**src/rtl/fxp_pkg.sv**
```systemverilog
// Shared signed fixed-point helpers for the matrix pipeline stages
// (transpose, multiply, and the later add/invert stages).
package fxp_pkg;

  typedef enum logic [1:0] {IDLE, CALC, DONE} state_t;

  // Working width for saturation; must cover the widest accumulator in use.
  localparam int SAT_W = 128;

  // Accumulator width that cannot overflow over an N-term dot product.
  function automatic int acc_width(input int dw, input int n);
    return 2*dw + $clog2(n) + 1;
  endfunction

  localparam int ACC_WIDTH = acc_width(32, 3);

  // Flat row-major element index of (r,c) in an n x n matrix.
  function automatic int mat_idx(input int r, input int c, input int n);
    return r*n + c;
  endfunction

  // Clamp a sign-extended value into the signed range of dw bits.
  // The caller keeps the low dw bits of the result.
  function automatic logic signed [SAT_W-1:0] fxp_sat(input logic signed [SAT_W-1:0] v,
                                                      input int dw);
    logic signed [SAT_W-1:0] mx;
    logic signed [SAT_W-1:0] mn;
    mx = (SAT_W'(1) << (dw-1)) - SAT_W'(1);
    mn = ~mx;
    if (v > mx) return mx;
    if (v < mn) return mn;
    return v;
  endfunction

endpackage

```
**src/rtl/fxp_mac.sv**
```systemverilog
// Registered signed multiply-accumulate with synchronous clear. The scaled
// output q reflects acc + a*b, so the final term of a dot product can be
// written out on the same edge that clears the accumulator.
module fxp_mac
  import fxp_pkg::*;
#(
  parameter int DATA_WIDTH = 32,
  parameter int BIN_POS    = 16,
  parameter int ACC_W      = ACC_WIDTH
) (
  input  logic                         clk,
  input  logic                         rst_n,
  input  logic                         clr,
  input  logic                         en,
  input  logic signed [DATA_WIDTH-1:0] a,
  input  logic signed [DATA_WIDTH-1:0] b,
  output logic        [DATA_WIDTH-1:0] q
);

  logic signed [2*DATA_WIDTH-1:0] prod;
  logic signed [ACC_W-1:0]        acc;
  logic signed [ACC_W-1:0]        sum;
  logic signed [ACC_W-1:0]        shifted;
  logic signed [SAT_W-1:0]        sat_full;
  logic                           unused_sat;

  assign prod     = a * b;
  assign sum      = acc + {{(ACC_W-2*DATA_WIDTH){prod[2*DATA_WIDTH-1]}}, prod};
  // Arithmetic shift floors toward -inf before saturation.
  assign shifted  = sum >>> BIN_POS;
  assign sat_full = fxp_sat({{(SAT_W-ACC_W){shifted[ACC_W-1]}}, shifted}, DATA_WIDTH);
  assign q        = sat_full[DATA_WIDTH-1:0];
  assign unused_sat = ^sat_full[SAT_W-1:DATA_WIDTH];

  // Accumulator: clear has priority over accumulate.
  always_ff @(posedge clk or negedge rst_n) begin
    if (!rst_n)   acc <= '0;
    else if (clr) acc <= '0;
    else if (en)  acc <= sum;
  end

endmodule

```
**src/rtl/matmul_seq.sv**
```systemverilog
// Sequential fixed-point N x N matrix multiply, one MAC per cycle.
// Operands are latched at acceptance; C is filled row-major and flagged
// valid only once every element has been written.
module matmul_seq
  import fxp_pkg::*;
#(
  parameter int DATA_WIDTH  = 32,
  parameter int BIN_POS     = 16,
  parameter int MATRIX_SIZE = 3
) (
  input  logic                                              clk,
  input  logic                                              rst_n,
  input  logic                                              in_valid,
  output logic                                              in_ready,
  input  logic [MATRIX_SIZE*MATRIX_SIZE*DATA_WIDTH-1:0]     a,
  input  logic [MATRIX_SIZE*MATRIX_SIZE*DATA_WIDTH-1:0]     b,
  output logic                                              out_valid,
  input  logic                                              out_ready,
  output logic [MATRIX_SIZE*MATRIX_SIZE*DATA_WIDTH-1:0]     c
);

  localparam int N     = MATRIX_SIZE;
  localparam int NN    = N*N;
  localparam int IW    = (N  > 1) ? $clog2(N)  : 1;
  localparam int XW    = (NN > 1) ? $clog2(NN) : 1;
  localparam int ACC_W = acc_width(DATA_WIDTH, N);

  state_t state, state_nx;

  logic [NN-1:0][DATA_WIDTH-1:0] a_q, b_q, c_q;
  logic [IW-1:0]                 i, j, k;
  logic [XW-1:0]                 aidx, bidx, cidx;
  logic [DATA_WIDTH-1:0]         q;
  logic                          accept, calc, last_k, last_j, last_i, last;

  assign accept = in_valid && in_ready;
  assign calc   = (state == CALC);
  assign last_k = (k == IW'(N-1));
  assign last_j = (j == IW'(N-1));
  assign last_i = (i == IW'(N-1));
  assign last   = last_k && last_j && last_i;

  assign aidx = XW'(mat_idx(int'(i), int'(k), N));
  assign bidx = XW'(mat_idx(int'(k), int'(j), N));
  assign cidx = XW'(mat_idx(int'(i), int'(j), N));

  assign c = c_q;

  fxp_mac #(
    .DATA_WIDTH (DATA_WIDTH),
    .BIN_POS    (BIN_POS),
    .ACC_W      (ACC_W)
  ) u_mac (
    .clk   (clk),
    .rst_n (rst_n),
    .clr   (accept || (calc && last_k)),
    .en    (calc),
    .a     (a_q[aidx]),
    .b     (b_q[bidx]),
    .q     (q)
  );

  // State register.
  always_ff @(posedge clk or negedge rst_n) begin
    if (!rst_n) state <= IDLE;
    else        state <= state_nx;
  end

  // Next-state decode.
  always_comb begin
    state_nx = state;
    unique case (state)
      IDLE:    if (in_valid)  state_nx = CALC;
      CALC:    if (last)      state_nx = DONE;
      DONE:    if (out_ready) state_nx = IDLE;
      default:                state_nx = IDLE;
    endcase
  end

  // Handshake outputs decoded from state.
  always_comb begin
    in_ready  = (state == IDLE);
    out_valid = (state == DONE);
  end

  // Operand capture, row-major index walk and result writeback.
  always_ff @(posedge clk or negedge rst_n) begin
    if (!rst_n) begin
      a_q <= '0;
      b_q <= '0;
      c_q <= '0;
      i   <= '0;
      j   <= '0;
      k   <= '0;
    end else if (accept) begin
      a_q <= a;
      b_q <= b;
      i   <= '0;
      j   <= '0;
      k   <= '0;
    end else if (calc) begin
      if (last_k) begin
        c_q[cidx] <= q;
        k <= '0;
        if (last_j) begin
          j <= '0;
          i <= last_i ? '0 : i + IW'(1);
        end else begin
          j <= j + IW'(1);
        end
      end else begin
        k <= k + IW'(1);
      end
    end
  end

endmodule

```
**config.mk**
```make
export PLATFORM = sky130hd
export DESIGN_NAME = matmul_seq
export DESIGN_NICKNAME = d
export VERILOG_FILES = /design/src/rtl/fxp_pkg.sv /design/src/rtl/fxp_mac.sv /design/src/rtl/matmul_seq.sv
export SDC_FILE = /design/constraint.sdc
export NUM_CORES = 2
export LEC_CHECK = 0
export CAP_MARGIN = 10
export CELL_PAD_IN_SITES_DETAIL_PLACEMENT = 2
export CELL_PAD_IN_SITES_GLOBAL_PLACEMENT = 2
export CORE_MARGIN = 2
export CORE_UTILIZATION = 35
export DETAILED_ROUTE_END_ITERATION = 7
export GPL_ROUTABILITY_DRIVEN = 0
export PLACE_DENSITY_LB_ADDON = 0.1
export SYNTH_ARGS = -nofsm -noshare
export SYNTH_HDL_FRONTEND = slang
export SYNTH_SLANG_ARGS = --single-unit
```
**constraint.sdc**
```tcl
create_clock -name clk -period 13 [get_ports clk]
set_input_delay 1.3 -clock clk [delete_from_list [all_inputs] [get_ports clk]]
set_output_delay 1.3 -clock clk [all_outputs]
set_load 0.01 [all_outputs]
```
Word-level counts from Yosys, hierarchy flattened:

Cells that the tools add are included.

* bits in registers: 939
* bits of input ports: 580
* output and inout port bits: 290
* logic and storage cells: 104

* $add $sub $neg: 7
* multiply operators: 3
* $lt $le $gt $ge: 6
* equal/unequal tests: 8
* muxes and demuxes: 32
* bitwise gates (word level): 1
* reductions and logical operators: 15

Operator list (number)
* 288-bit bitwise mux: 1
* 32-bit binary-select mux with 4-bit select: 2
* 32-bit 2-to-1 mux: 7
* 67-bit 2-to-1 mux: 2
* 32-bit demux with 4-bit select: 1
* 67-bit adder: 1
* 32-bit by 32-bit multiplier with 64-bit output: 1
* 51-bit by 32-bit greater-than comparator with 1-bit output, second input constant: 1
* 51-bit by 32-bit < comparator with 1-bit output, second input constant: 1
* 2-bit 2-to-1 mux: 15
* 4-bit by 5-bit < comparator with 1-bit output, second input constant: 3
* 3-bit AND reduction: 3
* 4-bit by 2-bit adder with 4-bit output: 2
* 2-bit equality test, second input constant: 4
* 2-bit by 2-bit multiplier with 4-bit output, second input constant: 2
* 2-bit nonzero test: 4
* 2-bit by 1-bit adder with 2-bit output, second input constant: 3
* 2-bit case mux with 3 select lines: 1
* 1-bit logical AND: 5
* 4-bit by 3-bit adder with 4-bit output: 1
* 4-bit by 1-bit greater-or-equal comparator with 1-bit output, second input constant: 1
* 2-bit by 1-bit != test with 1-bit output, second input constant: 2
* 1-bit 2-to-1 mux: 3
* 2-bit by 1-bit equality test with 1-bit output, second input constant: 1
* other kinds (5): 5

Depth between registers and ports, before layout:

* depth in word-level cells: 12
* depth in mapped cells: 58
* depth with buffers taken out: 51

Hierarchy:

From an unflattened synthesis, not the netlist that was laid out.

* cells, all modules: 8418
* area, all modules: 81529.4 um^2

By module, submodules not included
* fxp_mac: instances 1, cells each 4733, area each 42980.0 um^2, sequential area each 1676.6 um^2
* matmul_seq: instances 1, cells each 3685, area each 38549.5 um^2, sequential area each 21820.9 um^2

Worst setup path after synthesis:

OpenSTA, ideal clock, no wires.

* path kind: register to register
* start: reg j[1]
* end: reg c_q (netlist bit c[116])
* setup time: 0.148 ns
* arrival time: 13.639 ns
* required time: 12.852 ns
* path slack: -0.788 ns
* cell stages (with the launch flop): 54
* buffers on the path: 8
* clock period less this slack: 13.788 ns
* cells stage by stage: dfrtp_1 > inv_1 > fa_1 > inv_1 > ha_1 > buf_1 > buf_1 > clkbuf_1 > mux4_2 > mux2_2 > a22oi_1 > clkbuf_1 > nor2_1 > fa_1 > inv_1 > fa_1 > inv_1 > fa_1 > (+18 left out) > nor3b_1 > nor2_1 > a311oi_1 > ha_1 > clkbuf_1 > a21o_1 > a211oi_1 > o211ai_1 > a31oi_1 > o31ai_2 > xor2_1 > or4_1 > nor4_1 > nand4_2 > nand3_1 > clkbuf_2 > buf_2 > o311ai_1

* word-level cells in the longest chain between the ends: 11

Ends and longest elaborated chain
* start, declared: line matmul_seq.sv:31 `logic [IW-1:0] i, j, k;`
* start signal, assigned: line matmul_seq.sv:109 `j <= j + IW'(1);`
* 4-bit by 2-bit adder with 4-bit output: line fxp_pkg.sv:19 `return r*n + c;`
* 32-bit binary-select mux with 4-bit select: line matmul_seq.sv:59 `.b (b_q[bidx]),`
* 32-bit 2-to-1 mux (implied by the code): line matmul_seq.sv:59
* 32-bit by 32-bit multiplier with 64-bit output: line fxp_mac.sv:27 `assign prod = a * b;`
* 67-bit adder: line fxp_mac.sv:28 `assign sum = acc + {{(ACC_W-2*DATA_WIDTH){prod[2*DATA_WIDTH-1]}}, prod};`
* 51-bit by 32-bit < comparator with 1-bit output: line fxp_pkg.sv:31 `if (v < mn) return mn;`
* 1-bit 2-to-1 mux (2 in series): line fxp_pkg.sv:31
* 32-bit 2-to-1 mux: line fxp_pkg.sv:32 `return v;`
* 32-bit 2-to-1 mux: line fxp_pkg.sv:31
* 288-bit bitwise mux *: line matmul_seq.sv:103 `c_q[cidx] <= q;`
* end signal, assigned by index: line matmul_seq.sv:103
* end, declared: line matmul_seq.sv:30 `logic [NN-1:0][DATA_WIDTH-1:0] a_q, b_q, c_q;`

Mark *: on every way between the ends. The rest lies on a longest branch, timed or not. The select of a mux whose other input is x is not followed.
A chain may end at the register's enable or synchronous reset.

Final worst setup path:

* start: reg i[0]
* end: reg c_q (netlist bit c[143])

* word-level cells in the longest chain between the ends: 12

Ends and longest elaborated chain
* start, declared: line matmul_seq.sv:31
* start signal, assigned: line matmul_seq.sv:107 `i <= last_i ? '0 : i + IW'(1);`
* 2-bit by 2-bit multiplier with 4-bit output *: line fxp_pkg.sv:19
* 4-bit by 3-bit adder with 4-bit output: line fxp_pkg.sv:19
* 32-bit binary-select mux with 4-bit select: line matmul_seq.sv:58 `.a (a_q[aidx]),`
* 32-bit 2-to-1 mux (implied by the code): line matmul_seq.sv:58
* 32-bit by 32-bit multiplier with 64-bit output: line fxp_mac.sv:27
* 67-bit adder: line fxp_mac.sv:28
* 51-bit by 32-bit < comparator with 1-bit output: line fxp_pkg.sv:31
* 1-bit 2-to-1 mux (2 in series): line fxp_pkg.sv:31
* 32-bit 2-to-1 mux: line fxp_pkg.sv:32
* 32-bit 2-to-1 mux: line fxp_pkg.sv:31
* 288-bit bitwise mux *: line matmul_seq.sv:103

Marked as above.

==> results by stage <==
Critical path:
- By startpoint and endpoint, the worst setup path is classified as flip-flop to flip-flop.
- The largest single stage delay on the critical path is ~600 ps.
- On the critical path, the stage with the largest delay is an instance of sky130_fd_sc_hd__fa_1.
- The count of buffer and inverter cells on the critical path is 13.
- Across all register-to-register paths, the minimum setup slack is -820 ps.
- The startpoint type of the worst setup path is a flip-flop.
- Broken down by cell family, the worst path's largest delay share belongs to adder cells.
- The startpoint identified for the worst register-to-register timing path is i[0].
- The arrival time at the worst endpoint is 14,390 ps.
- The most common cell type on the critical path is sky130_fd_sc_hd__fa_1.
- The type of destination of the critical path is a flip-flop.
- Along the worst path, the maximum fanout reaches 15.
- The endpoint of the worst register-to-register path is c[143].
- For the worst flop-to-flop path, the logic depth is 54.
- The data required time of the worst path is between 10,000 and 15,000 ps.

Route:
- The number of iterations in the first detailed-routing pass is 5.
- The average routed wire per standard cell is 29.3 µm.
- In the routed design, unresolved DRC markers number 0.
- The post-detailed-routing wire length is about 360,000 µm.
- The initial detailed-routing violation count is between 3,000 and 4,000.
- The detailed-route vias per instance is roughly 5.3.
- The number of routed nets with antenna violations is 0.
- The detailed-route via count is 65,900.

Floorplan:
- The number of placed I/O pins is 870.
- The floorplan step set the die height to 481 µm.
- The full die area is between 200,000 and 250,000 µm².
- The number of rows created at floorplan is 175.
- The die is 481 µm wide.
- The area of the placeable core is about 230,000 µm².
- Once the floorplan was initialized, standard cells occupied approximately a third of the core.

Global route:
- The via count of the first global-routing pass is 75,800.
- Entering global routing, the biggest net connects roughly 190 pins.
- Global routing consumed, over all layers together, between 30% and 40% of the routing resources.
- The aggregate global routing overflow is 0.
- The first global-routing pass estimated between 500,000 and 600,000 µm of wire.
- The initial antenna violation count came to 88.

Clock tree:
- The number of CTS-inserted buffers is 110.
- The clock drives approximately 940 sinks.
- The clock slew seen by the registers of the worst setup and hold paths is 60 ps.
- The clock tree synthesis step divided the H-tree into 3 levels.
- The maximum root-to-sink buffer count is 3.
- The tree is rooted in a sky130_fd_sc_hd__clkbuf_16.
- The clock reaches the later pin of the worst-skew pair after ~830 ps.
- The CTS tree is yes.

STA:
- The total of endpoints with negative setup slack in the final report is 289.
- The part of the cycle the worst path needs is 106%.
- The relative slew slack is about a tenth.
- The max-slew violation count came to 0.
- Setup repair after global routing could not meet its margin everywhere.
- The setup slack after layout is -820 ps.
- Based on the critical path, the design can be clocked at up to slightly above 70 MHz.
- The minimum clock period is about 14,000 ps.
- The total count of hold-check failures in the final report is 0.
- The final setup skew is roughly 140 ps.
- Setup total negative slack on the finished layout was measured at -199,840 ps.
- The slew at the pin with the worst max-slew slack is between 1000 and 1500 ps.

Synthesis:
- The number of flops mapped to enable cells by yosys is 0.
- The async set-or-reset flop fraction in the synthesized netlist is between 90% and 100%.
- The most common flop cell mapped by yosys is sky130_fd_sc_hd__dfrtp_1.
- Synthesis produced a netlist whose cell count is 7,434.
- The cell area that synthesis handed to floorplanning was between 70,000 and 80,000 µm².
- The synthesized flop and latch total is around 940.
- The post-synthesis net count is between 9,000 and 10,000.
- The number of warnings issued by yosys is 0.
- The synthesized area per cell is ~11 µm².
- The share of the Yosys chip area taken by registers is approximately 30%.
- The number of distinct library cells after synthesis is 78.

Layout:
- The final net count is 11,100.
- In the final layout, the share of cells above drive strength 1 is ~28%.
- In the layout the commonest cells are 1,042 x sky130_fd_sc_hd__fa_1, 1,031 x sky130_fd_sc_hd__inv_1, 995 x sky130_fd_sc_hd__buf_4.
- From synthesis to final layout, the design area changed by 36.7%.
- The most common cell after layout, fill and taps aside is sky130_fd_sc_hd__fa_1.

Status:
- The final reports fail on negative setup slack.
- The flow ran to the end, but the final reports show violations.

Hold path:
- The type of the most critical hold path is primary input to async pin.

Flow run:
- The count of maximum capacitance violations is 0.

Placed design:
- The sum of net half-perimeters after detailed placement is 282,000 µm.
- The number of I/O port buffers is a little under 900.
- Timing analysis after detailed placement gives a worst setup slack of -1290 ps.
==> cells by family after synthesis <==
group,synth area share (%)
XOR/XNOR,1.45
adder cells (fa/ha/maj),31.5
multiplexers,12.7
flip-flops,29.5
AND/OR/NAND/NOR,9.41
buffers and inverters,7.13
AO/OA/AOI/OAI,8.27
==> synth_stat cells, drive strengths merged (9+ instances only) <==
| library cell | number | share of area [%] |
|---|---|---|
| mux2 | 608 | 8.6 |
| a31oi | 58 | 0.46 |
| a31o | 30 | 0.33 |
| nor2 | 682 | 3.2 |
| o21bai | 23 | 0.22 |
| nand4 | 40 | 0.32 |
| mux4 | 128 | 3.6 |
| a21o | 67 | 0.63 |
| a21oi | 135 | 0.85 |
| a22o | 33 | 0.36 |
| dfrtp | 939 | 30 |
| inv | 1046 | 4.9 |
| o21a | 18 | 0.17 |
| o211ai | 17 | 0.16 |
| nor2b | 22 | 0.17 |
| nand2 | 883 | 4.2 |
| nor3 | 29 | 0.19 |
| a22oi | 29 | 0.27 |
| o31ai | 12 | 0.12 |
| xor2 | 45 | 0.50 |
| mux2i | 35 | 0.44 |
| nand3 | 37 | 0.23 |
| o21ai | 162 | 1.0 |
| a211oi | 25 | 0.24 |
| and2 | 18 | 0.14 |
| xnor2 | 87 | 0.96 |
| or2 | 12 | 0.094 |
| and3 | 18 | 0.14 |
| nand2b | 43 | 0.34 |
| nor4 | 9 | 0.090 |
| o311ai | 261 | 2.9 |
| buf | 70 | 0.38 |
| ha | 267 | 4.2 |
| fa | 1087 | 27 |
| clkbuf | 379 | 1.8 |
==> registers in the layout, indices dropped and copies added (netlist names) <==
name and cells:
a_q 288, b_q 288, c 288, i 2
j 2, k 2, state 2, u_mac.acc 67
==> through the flow <==
stage / util (%) / cells / cell area, µm² / hold WS, ps
after floorplan: - / 7434 / 79700 / 455
after global placement: 44.5 / 12000 / 101000 / 468
after detailed placement: 44.5 / 12000 / 101000 / 474
after CTS: 46.8 / 12200 / 106000 / 481
after global routing: 48.0 / 12300 / 109000 / 502
final: 48.0 / 12300 / 109000 / 465
==> metal layers <==
| metal | part of all wire [%] | global-route usage, % |
|---|---|---|
| met2 | 51 | 53.2 |
| met1 | 39 | 36.9 |
| met4 | 3.8 | 10.1 |
| met3 | 5.5 | 5.45 |
| met5 | 0.17 | 0 |
==> cell type report <==
cell class | instances | area (µm²)
diodes | 42 | 105
flip-flops and latches | 939 | 23500
inverters | 1048 | 3950
clock inverters | 43 | 634
clock buffers | 163 | 3280
repair buffers | 2086 | 20600
fillers | 23000 | 118000
well taps | 3009 | 3760
multi-input cells | 4999 | 53000
==> how the worst max path moves through the flow <==
stage	startpoint	to	slack, ps	cells past startpoint
after CTS	i[0]	c[9]	-700	54
after global routing	i[0]	c[133]	-1250	56
after detailed placement	i[0]	c[268]	-1290	52
final	i[0]	c[143]	-820	54
after floorplan	k[1]	c[116]	2	55
after global placement	i[0]	c[269]	-1020	55
==> what timing repair did <==
item | 4_1_cts | 5_1_grt
endpoints found under the setup margin | 291 | 301
gates cloned | 14 | 18
pin swaps | 28 | 127
gates resized for setup | 168 | 375
setup buffers | 24 | 67
hold buffers | 0 | 0
Power is left out: the tool's default activity adds up to more than one toggle a clock period on the data nets, which glitch-free logic cannot reach.
